File: src/rtl/soc_system.sv
`timescale 1ns / 1ps
// Peripheral SoC top: PS/2 keyboard to ASCII, 8N1 UART RX/TX echo, 4-digit hex display
// and a 1 Hz heartbeat LED.
module soc_system #(
  parameter int unsigned clk_freq       = 50000000,
  parameter int unsigned uart_baud_rate = 115200
) (
  input  logic       clk,
  input  logic       rst,
  output logic       led,
  input  logic       uart_rxd,
  output logic       uart_txd,
  output logic [7:0] ascii,
  input  logic       clkps2,
  input  logic       ps2_dat_in,
  output logic [3:0] an_out,
  output logic [7:0] seg_out
);

  localparam int unsigned Div     = clk_freq / uart_baud_rate;
  localparam int unsigned HalfSec = clk_freq / 2;
  localparam int unsigned PsTout  = clk_freq / 10000;
  localparam int unsigned RefDiv  = clk_freq / 1000;

  typedef enum logic [1:0] {RxIdle, RxStart, RxData, RxStop} rx_state_e;
  typedef enum logic [1:0] {TxIdle, TxStart, TxData, TxStop} tx_state_e;

  // Set-2 make code to ASCII; bit 8 flags a mapped code.
  function automatic logic [8:0] xlate(input logic [7:0] sc);
    case (sc)
      8'h1C: xlate = 9'h161; 8'h32: xlate = 9'h162; 8'h21: xlate = 9'h163; 8'h23: xlate = 9'h164;
      8'h24: xlate = 9'h165; 8'h2B: xlate = 9'h166; 8'h34: xlate = 9'h167; 8'h33: xlate = 9'h168;
      8'h43: xlate = 9'h169; 8'h3B: xlate = 9'h16A; 8'h42: xlate = 9'h16B; 8'h4B: xlate = 9'h16C;
      8'h3A: xlate = 9'h16D; 8'h31: xlate = 9'h16E; 8'h44: xlate = 9'h16F; 8'h4D: xlate = 9'h170;
      8'h15: xlate = 9'h171; 8'h2D: xlate = 9'h172; 8'h1B: xlate = 9'h173; 8'h2C: xlate = 9'h174;
      8'h3C: xlate = 9'h175; 8'h2A: xlate = 9'h176; 8'h1D: xlate = 9'h177; 8'h22: xlate = 9'h178;
      8'h35: xlate = 9'h179; 8'h1A: xlate = 9'h17A;
      8'h45: xlate = 9'h130; 8'h16: xlate = 9'h131; 8'h1E: xlate = 9'h132; 8'h26: xlate = 9'h133;
      8'h25: xlate = 9'h134; 8'h2E: xlate = 9'h135; 8'h36: xlate = 9'h136; 8'h3D: xlate = 9'h137;
      8'h3E: xlate = 9'h138; 8'h46: xlate = 9'h139;
      8'h29: xlate = 9'h120; 8'h5A: xlate = 9'h10D;
      default: xlate = 9'h000;
    endcase
  endfunction

  function automatic logic [7:0] font(input logic [3:0] n);
    case (n)
      4'h0: font = 8'hC0; 4'h1: font = 8'hF9; 4'h2: font = 8'hA4; 4'h3: font = 8'hB0;
      4'h4: font = 8'h99; 4'h5: font = 8'h92; 4'h6: font = 8'h82; 4'h7: font = 8'hF8;
      4'h8: font = 8'h80; 4'h9: font = 8'h90; 4'hA: font = 8'h88; 4'hB: font = 8'h83;
      4'hC: font = 8'hC6; 4'hD: font = 8'hA1; 4'hE: font = 8'h86; default: font = 8'h8E;
    endcase
  endfunction

  logic [31:0] hb_cnt_q, ref_cnt_q;
  logic        led_q;
  logic [1:0]  ps2c_sync_q, ps2d_sync_q, rxd_sync_q, dig_q;
  logic        ps2c_prev_q, rxd_prev_q, ps2_fall, rxd_fall;
  logic [3:0]  an_q, an_d, nib;
  logic [7:0]  seg_q, seg_d;

  assign ps2_fall = ps2c_prev_q & ~ps2c_sync_q[1];
  assign rxd_fall = rxd_prev_q & ~rxd_sync_q[1];

  always_ff @(posedge clk or posedge rst) begin
    if (rst) begin
      hb_cnt_q    <= '0;
      led_q       <= 1'b0;
      ps2c_sync_q <= 2'b11;
      ps2d_sync_q <= 2'b11;
      rxd_sync_q  <= 2'b11;
      ps2c_prev_q <= 1'b1;
      rxd_prev_q  <= 1'b1;
      ref_cnt_q   <= '0;
      dig_q       <= '0;
      an_q        <= 4'b1110;
      seg_q       <= 8'hC0;
    end else begin
      if (hb_cnt_q == HalfSec - 1) begin
        hb_cnt_q <= '0;
        led_q    <= ~led_q;
      end else begin
        hb_cnt_q <= hb_cnt_q + 32'd1;
      end
      ps2c_sync_q <= {ps2c_sync_q[0], clkps2};
      ps2d_sync_q <= {ps2d_sync_q[0], ps2_dat_in};
      rxd_sync_q  <= {rxd_sync_q[0], uart_rxd};
      ps2c_prev_q <= ps2c_sync_q[1];
      rxd_prev_q  <= rxd_sync_q[1];
      if (ref_cnt_q == RefDiv - 1) begin
        ref_cnt_q <= '0;
        dig_q     <= dig_q + 2'd1;
      end else begin
        ref_cnt_q <= ref_cnt_q + 32'd1;
      end
      an_q  <= an_d;
      seg_q <= seg_d;
    end
  end

  // PS/2 frame assembly; the 11th bit is combined with the 10 stored ones.
  logic [9:0]  ps2_sr_q, ps2_sr_d;
  logic [10:0] frame;
  logic [3:0]  ps2_bits_q, ps2_bits_d;
  logic [31:0] ps2_tout_q, ps2_tout_d;
  logic [7:0]  code_q, code_d;
  logic        code_vld_q, code_vld_d;

  assign frame = {ps2d_sync_q[1], ps2_sr_q};

  always_comb begin
    ps2_sr_d   = ps2_sr_q;
    ps2_bits_d = ps2_bits_q;
    ps2_tout_d = '0;
    code_d     = code_q;
    code_vld_d = 1'b0;
    if (ps2_fall) begin
      if (ps2_bits_q == 4'd10) begin
        ps2_bits_d = '0;
        code_d     = frame[8:1];
        code_vld_d = ~frame[0] & frame[10] & (^frame[9:1]);
      end else begin
        ps2_sr_d   = {ps2d_sync_q[1], ps2_sr_q[9:1]};
        ps2_bits_d = ps2_bits_q + 4'd1;
      end
    end else if (ps2_bits_q != 4'd0) begin
      if (ps2_tout_q == PsTout - 1) ps2_bits_d = '0;
      else ps2_tout_d = ps2_tout_q + 32'd1;
    end
  end

  rx_state_e   rx_state_q, rx_state_d;
  logic [31:0] rx_cnt_q, rx_cnt_d;
  logic [2:0]  rx_bit_q, rx_bit_d;
  logic [7:0]  rx_sh_q, rx_sh_d;
  logic        rx_done;

  always_comb begin
    rx_state_d = rx_state_q;
    rx_cnt_d   = rx_cnt_q + 32'd1;
    rx_bit_d   = rx_bit_q;
    rx_sh_d    = rx_sh_q;
    rx_done    = 1'b0;
    case (rx_state_q)
      RxIdle: begin
        rx_cnt_d = '0;
        if (rxd_fall) rx_state_d = RxStart;
      end
      RxStart: if (rx_cnt_q == Div / 2 - 1) begin
        rx_cnt_d   = '0;
        rx_bit_d   = '0;
        rx_state_d = rxd_sync_q[1] ? RxIdle : RxData;
      end
      RxData: if (rx_cnt_q == Div - 1) begin
        rx_cnt_d = '0;
        rx_sh_d  = {rxd_sync_q[1], rx_sh_q[7:1]};
        rx_bit_d = rx_bit_q + 3'd1;
        if (rx_bit_q == 3'd7) rx_state_d = RxStop;
      end
      RxStop: if (rx_cnt_q == Div - 1) begin
        rx_done    = rxd_sync_q[1];
        rx_state_d = RxIdle;
      end
      default: rx_state_d = RxIdle;
    endcase
  end

  tx_state_e   tx_state_q, tx_state_d;
  logic [31:0] tx_cnt_q, tx_cnt_d;
  logic [2:0]  tx_bit_q, tx_bit_d;
  logic [7:0]  tx_sh_q, tx_sh_d, key_q, key_d, rx_byte_q, rx_byte_d;
  logic        txd_q, txd_d, brk_q, brk_d, kb_pend_q, kb_pend_d, rx_pend_q, rx_pend_d;
  logic [8:0]  xl;

  assign xl = xlate(code_q);

  always_comb begin
    tx_state_d = tx_state_q;
    tx_cnt_d   = tx_cnt_q + 32'd1;
    tx_bit_d   = tx_bit_q;
    tx_sh_d    = tx_sh_q;
    txd_d      = txd_q;
    kb_pend_d  = kb_pend_q;
    rx_pend_d  = rx_pend_q;
    brk_d      = brk_q;
    key_d      = key_q;
    rx_byte_d  = rx_byte_q;
    case (tx_state_q)
      TxIdle: begin
        tx_cnt_d = '0;
        if (kb_pend_q) begin
          tx_sh_d    = key_q;
          kb_pend_d  = 1'b0;
          txd_d      = 1'b0;
          tx_state_d = TxStart;
        end else if (rx_pend_q) begin
          tx_sh_d    = rx_byte_q;
          rx_pend_d  = 1'b0;
          txd_d      = 1'b0;
          tx_state_d = TxStart;
        end
      end
      TxStart: if (tx_cnt_q == Div - 1) begin
        tx_cnt_d   = '0;
        tx_bit_d   = '0;
        txd_d      = tx_sh_q[0];
        tx_state_d = TxData;
      end
      TxData: if (tx_cnt_q == Div - 1) begin
        tx_cnt_d = '0;
        if (tx_bit_q == 3'd7) begin
          txd_d      = 1'b1;
          tx_state_d = TxStop;
        end else begin
          tx_bit_d = tx_bit_q + 3'd1;
          tx_sh_d  = {1'b0, tx_sh_q[7:1]};
          txd_d    = tx_sh_q[1];
        end
      end
      TxStop: if (tx_cnt_q == Div - 1) begin
        tx_cnt_d   = '0;
        tx_state_d = TxIdle;
      end
      default: tx_state_d = TxIdle;
    endcase
    // New events are applied after the serve-clear so a same-cycle event stays pending.
    if (code_vld_q) begin
      if (brk_q) begin
        brk_d = 1'b0;
      end else if (code_q == 8'hF0) begin
        brk_d = 1'b1;
      end else if (xl[8]) begin
        key_d     = xl[7:0];
        kb_pend_d = 1'b1;
      end
    end
    if (rx_done) begin
      rx_byte_d = rx_sh_q;
      rx_pend_d = 1'b1;
    end
  end

  always_ff @(posedge clk or posedge rst) begin
    if (rst) begin
      ps2_sr_q   <= '0;
      ps2_bits_q <= '0;
      ps2_tout_q <= '0;
      code_q     <= '0;
      code_vld_q <= 1'b0;
      rx_state_q <= RxIdle;
      rx_cnt_q   <= '0;
      rx_bit_q   <= '0;
      rx_sh_q    <= '0;
      tx_state_q <= TxIdle;
      tx_cnt_q   <= '0;
      tx_bit_q   <= '0;
      tx_sh_q    <= '0;
      txd_q      <= 1'b1;
      kb_pend_q  <= 1'b0;
      rx_pend_q  <= 1'b0;
      brk_q      <= 1'b0;
      key_q      <= '0;
      rx_byte_q  <= '0;
    end else begin
      ps2_sr_q   <= ps2_sr_d;
      ps2_bits_q <= ps2_bits_d;
      ps2_tout_q <= ps2_tout_d;
      code_q     <= code_d;
      code_vld_q <= code_vld_d;
      rx_state_q <= rx_state_d;
      rx_cnt_q   <= rx_cnt_d;
      rx_bit_q   <= rx_bit_d;
      rx_sh_q    <= rx_sh_d;
      tx_state_q <= tx_state_d;
      tx_cnt_q   <= tx_cnt_d;
      tx_bit_q   <= tx_bit_d;
      tx_sh_q    <= tx_sh_d;
      txd_q      <= txd_d;
      kb_pend_q  <= kb_pend_d;
      rx_pend_q  <= rx_pend_d;
      brk_q      <= brk_d;
      key_q      <= key_d;
      rx_byte_q  <= rx_byte_d;
    end
  end

  always_comb begin
    nib = key_q[3:0];
    case (dig_q)
      2'd1:    nib = key_q[7:4];
      2'd2:    nib = rx_byte_q[3:0];
      2'd3:    nib = rx_byte_q[7:4];
      default: nib = key_q[3:0];
    endcase
    an_d  = ~(4'b0001 << dig_q);
    seg_d = font(nib);
  end

  assign led      = led_q;
  assign uart_txd = txd_q;
  assign ascii    = key_q;
  assign an_out   = an_q;
  assign seg_out  = seg_q;

endmodule

File: config.mk
export PLATFORM = sky130hd
export DESIGN_NAME = soc_system
export DESIGN_NICKNAME = d
export VERILOG_FILES = /design/src/rtl/soc_system.sv
export SDC_FILE = /design/constraint.sdc
export NUM_CORES = 1
export LEC_CHECK = 0
export BUFFER_PORTS_ARGS = -buffer_cell sky130_fd_sc_hd__buf_2
export CAP_MARGIN = 20
export CORE_UTILIZATION = 50
export CTS_BUF_LIST = sky130_fd_sc_hd__clkbuf_8
export CTS_CLUSTER_DIAMETER = 120
export DETAILED_ROUTE_END_ITERATION = 7
export HOLD_SLACK_MARGIN = 0.02
export PLACE_DENSITY_LB_ADDON = 0.25
export SLEW_MARGIN = 20
export SYNTH_ARGS = -nofsm -noshare
export SYNTH_HDL_FRONTEND = slang
export SYNTH_SLANG_ARGS = --single-unit
export TNS_END_PERCENT = 10
File: constraint.sdc
create_clock -name clk -period 10.1 [get_ports clk]
set_input_delay 2.02 -clock clk [delete_from_list [all_inputs] [get_ports clk]]
set_output_delay 2.02 -clock clk [all_outputs]
set_load 0.005 [all_outputs]
==> out/metrics.cfg, run 1 <==
[setup_path]
path_cells=buf_2
slowest_delay_ps=530
crit_cells=1
path_max_fanout=2
crit_slowest_cell=dfstp_2
cpLargestDelayFamily=flip-flops
r2r_slack_ps=7420
worstSetupPathType=reg2out
cp.arrival_ps=1180
crit_path_end_kind=output port
critPathLaunchType=flop
critical_path_buf_inv_count=1
ff2ff_path_depth=6
worst_ep_required_time_ps=8080

[sta]
worst_clock_skew_ps=21.4
tightestPinTransition_ps=1070
rsz0062_at_grt=no
drv_slew=0
fin_crit_ps=3200
hold_viol=0
fmax_mhz=313
setup_violations=0
fin_setup_tns_ps=0
layout_worst_path_cycle_share_pct=31.6
slew_headroom_pct=28.9

[yosys]
synth_edf_count=0
synth_area_per_cell_um2=10.0
syn_area_um2=12800
synth_ff_type=dfrtp_1
ys_seq_area_share_pct=48.8
synth.ff_latch_count=250
yosysTopAreaCellShare_pct=46.2
async_reset_ff_share_pct=100
synthCells=1279
synth_top_area_cell=dfrtp_1
synth_area_leaders=dfrtp_1 46%, xnor2_1 5.9%, nor2_1 4.9%
synth_nets=1321
yosysWarnings=0
synth_cell_type_count=79

[floorplan]
start_util_pct=51.0
core-area_um2=25200
die-area_um2=26300
die_x_um=162
row_count=58
die_h_um=162
io_pins=27

[routing]
drt_iter0_markers=682
firstDrtPassIters=5
wl_per_cell_um=14.7
drt-total-wl_um=24700
vias=9258
drtAntennaViolNets=0
vias_per_cell=5.53
drc=0

[global_routing]
grt_usage_pct=19.3
grt-ovfl-total=0
grt_pass1_wl_um=42400
grt_max_degree=101
antenna_found_initial=0
first_global_vias=8831

[power]
p_int_mw=1.69
p_sw_share_pct=29.4
p_seq_share_pct=47.6
p_per_area_nw_per_um2=170
p_leak_nw=6.48
peakVddDrop_mv=0.122
clkPwrFrac_pct=37.1
p_comb_share_pct=15.2
switchingPower_mw=0.704

[cells_and_area]
final_util_pct=56.0
layout-drive-gt1-share_pct=11.2
final_common_cell=dfrtp_1
n_antenna_cell=0
final_cell_mix=237 x dfrtp_1, 168 x nor2_1, 109 x nand2_1
area_growth_pct=9.79
nets=1352

[cts]
clk_pin_slew_ps=60
hold_buffers=0
ctsLongestPathBuffers=3
root_buffer=clkbuf_8
htree_levels=2
cts_resized=0
cts_buffers=44
cts_tree=yes
clock-sinks=250
clk_latency_ps=550
post_cts_buffers=0

[run_status]
status=finished, final reports clean

[hold_path]
hp-class=reg2reg
hold_path_depth=0

[placement]
io_buffers=24
hpwl_um=16200
gp_congestion=0.845

[flow_run]
cap_viol_max_count=0

-- stage by stage --
step	setup WS (ps)	area, um^2	hold slack [ps]	total power [mW]	cells
after floorplan	1230	12800	345	1.44	1279
after global placement	6400	13200	347	1.51	1593
after detailed placement	6400	13200	349	1.52	1593
after CTS	6860	14100	358	2.42	1672
after global routing	6750	14100	360	2.53	1673
final	6900	14100	356	2.39	1673
-- layout make-up --
class / instances / area, um^2
flip-flops and latches: 250 / 6270
clock buffers: 51 / 702
inverters: 48 / 188
repair buffers: 32 / 188
well taps: 330 / 413
clock inverters: 28 / 143
fillers: 2207 / 11100
multi-input cells: 934 / 6200
-- cell usage after synthesis (3+ instances only) --
master / number
o22ai_1: 6
xnor2_1: 86
buf_2: 13
nor2_1: 168
dfrtp_1: 237
mux2i_1: 20
nor2b_1: 13
mux2_2: 20
a22o_1: 5
o31ai_1: 5
or4_1: 6
nand2b_1: 11
ha_1: 37
o21ai_0: 21
inv_1: 48
nand4_2: 3
xor2_1: 70
a21o_1: 5
nor4_2: 7
a211o_1: 5
a221o_1: 8
dfstp_2: 13
nor3b_1: 4
o21bai_1: 4
buf_4: 3
nand2_1: 109
nand4_1: 45
a31oi_1: 6
nand3b_1: 7
nand3_1: 65
nor4_1: 34
and3_1: 21
or3_1: 4
and4_1: 17
and2_1: 7
a22oi_1: 4
clkbuf_1: 29
nor4b_1: 4
nor3_1: 30
mux2_1: 8
a21oi_1: 20
-- path summary, 6_finish.rpt --
kind / startpoint / endpoint
worst max register to register: code_q[1]$_DFFE_PP0P_ / ascii[0]$_DFFE_PP0P_
worst min-delay path: ps2d_sync_q[0]$_DFF_PP1_ / ps2d_sync_q[1]$_DFF_PP1_
max in group asynchronous: rst / hb_cnt_q[7]$_DFF_PP0_
min in group asynchronous: rst / rx_cnt_q[16]$_DFF_PP0_
worst max-delay path: uart_txd$_DFFE_PP1P_ / uart_txd
worst min register to register: ps2d_sync_q[0]$_DFF_PP1_ / ps2d_sync_q[1]$_DFF_PP1_
-- registers in the layout (all words and copies together), names as in the netlist, 4 cells and up, named ones only --
name,cells
ps2_bits_q,4
hb_cnt_q,32
seg_out,7
an_out,4
tx_sh_q,8
code_q,8
rx_sh_q,8
rx_byte_q,8
ref_cnt_q,32
ascii,7
tx_cnt_q,32
ps2_tout_q,32
rx_cnt_q,32
ps2_sr_q,10
-- cells by family after synthesis --
logic type               Yosys count  synth area share (%)
buffers and inverters             95                  3.06
AND/OR/NAND/NOR                  574                  23.2
XOR/XNOR                         156                  10.6
multiplexers                      49                  4.19
adder cells (fa/ha/maj)           37                  3.60
flip-flops                       250                  48.8
AO/OA/AOI/OAI                    116                  6.39
other                              2                0.0585
-- routing by layer --
metal	GRT usage (%)	part of all wire, %
met1	27.9	49
met2	29.4	45
met3	3.47	4.1
met4	6.30	1.7
met5	0	0
-- power groups by stage --
stage               Sequential (mW)  Combinational (mW)  Clock (mW)
finish                         1.14               0.364       0.890
global route                   1.15               0.417       0.962
CTS                            1.14               0.364       0.919
detailed placement             1.16               0.362           0
global placement               1.15               0.355           0
floorplan                      1.13               0.310           0
(Power assumes the default switching activity.)
==> run 2, diff against run 1 <==
- clock period: 10.1 -> 3.3 ns (I/O delays scaled with it)
==> run 2 against run 1 <==
Effect of this change: register-to-register slack got worse by 6800 ps; die area unchanged; cell count increased by 0.96%; total power increased to 3.2 times the previous value; sequential cell count unchanged; clock skew increased by 7.5 ps; largest power group unchanged.
==> out/metrics.cfg, run 2 (synthesized netlist as in run 1, its figures left out) <==
[placement]
dp_cells=1607
io_buffers=24
placed_area_um2=13400
gp_congestion=0.910
hpwl_um=16600

[cts]
clk_pin_slew_ps=70
cts_resized=0
cts_tree=yes
clk_latency_ps=560
htree_levels=2
post_cts_buffers=0
clock-sinks=250
root_buffer=clkbuf_8
cts_buffers=44
ctsLongestPathBuffers=3
hold_buffers=0

[global_routing]
grt-ovfl-total=0
grt_max_degree=72
antenna_found_initial=0
first_global_vias=9081
grt_usage_pct=19.6
grt_pass1_wl_um=43300

[routing]
vias=9308
drtAntennaViolNets=0
vias_per_cell=5.51
drt_iter0_markers=697
drc=0
firstDrtPassIters=5
wl_per_cell_um=14.8
drt-total-wl_um=24900

[setup_path]
rr_endpoint=ascii[0]$_DFFE_PP0P_
crit_path_end_kind=flop
ff2ff_path_depth=6
worstSetupPathType=reg2reg
critPathLaunchType=flop
path_max_fanout=14
r2r_slack_ps=660
r2r-start=code_q[1]$_DFFE_PP0P_
worst_ep_required_time_ps=3730
cp.arrival_ps=3070

[sta]
drv_slew=0
fmax_mhz=379
layout_worst_path_cycle_share_pct=80.0
worst_clock_skew_ps=28.9
fin_crit_ps=2640
setup_violations=0
rsz0062_at_grt=no
tightestPinTransition_ps=939
hold_ws_ps=194
hold_viol=0
slew_headroom_pct=36.8

[run_status]
status=finished, final reports clean

[flow_run]
cap_viol_max_count=0

[cells_and_area]
final_cell_mix=237 x dfrtp_1, 168 x nor2_1, 109 x nand2_1
nets=1365
final_cells=1689
area_growth_pct=11.7
final_common_cell=dfrtp_1
final_area_um2=14400
n_antenna_cell=0
final_util_pct=57.0
layout-drive-gt1-share_pct=12.9

[floorplan]
die-area_um2=26300
io_pins=27
core-area_um2=25200
die_h_um=162
row_count=58
start_util_pct=51.0
die_x_um=162

[power]
p_leak_nw=6.60
p_per_area_nw_per_um2=537
peakVddDrop_mv=0.338

[hold_path]
hp-class=in2async

-- run 2: final cells by class --
| type | instances | area (um^2) |
|---|---|---|
| Clock buffer | 59 | 812 |
| Fill cell | 2138 | 10800 |
| Tap cell | 330 | 413 |
| Multi-Input combinational cell | 934 | 6190 |
| Sequential cell | 250 | 6270 |
| Inverter | 48 | 184 |
| Clock inverter | 23 | 165 |
| Timing Repair Buffer | 45 | 315 |
-- run 2: worst max-delay path by stage --
| stage | to | startpoint | slack (ps) | cells after the start |
|---|---|---|---|---|
| floorplan | async pin | rst | -640 | 1 |
| global placement | ascii[0]$_DFFE_PP0P_ | code_q[1]$_DFFE_PP0P_ | 770 | 6 |
| detailed placement | ascii[0]$_DFFE_PP0P_ | code_q[1]$_DFFE_PP0P_ | 700 | 6 |
| CTS | ascii[0]$_DFFE_PP0P_ | code_q[1]$_DFFE_PP0P_ | 690 | 6 |
| global route | ascii[0]$_DFFE_PP0P_ | code_q[1]$_DFFE_PP0P_ | 470 | 6 |
| finish | ascii[0]$_DFFE_PP0P_ | code_q[1]$_DFFE_PP0P_ | 660 | 6 |
-- run 2: per-layer routing --
metal | part of all wire [%] | global-route usage [%] | routed length, um | vias up
li1 | - | - | - | 4575
met1 | 49 | 28.2 | 12300 | 4513
met5 | 0 | 0 | 0 | -
met2 | 45 | 30.1 | 11200 | 179
met3 | 4.2 | 3.52 | 1040 | 41
met4 | 1.9 | 6.26 | 482 | 0
-- run 2: worst max-delay path, cell delays in order, from the launching register on --
cell       delay, ps
dfrtp_1          570
inv_1            210
ha_1             220
nor2b_1          140
a2111oi_0        570
o221a_2          450
mux2_2           360
-- run 2: power breakdown --
group	switching (mW)	internal, mW	leakage, nW
Combinational	0.698	0.472	2.66
Clock	1.29	1.76	0.555
Sequential	0.236	3.25	3.38
Total	2.22	5.48	6.60
-- run 2: metrics by stage --
| stage | TNS (ps) | setup slack [ps] | power (mW) |
|---|---|---|---|
| 5_1_grt | 0 | 471 | 8.14 |
| 4_1_cts | 0 | 690 | 7.82 |
| 3_3_place_gp | 0 | 771 | 4.68 |
| 2_1_floorplan | -150990 | -637 | 4.40 |
| 6_report | 0 | 659 | 7.70 |
| 3_5_place_dp | 0 | 701 | 4.70 |
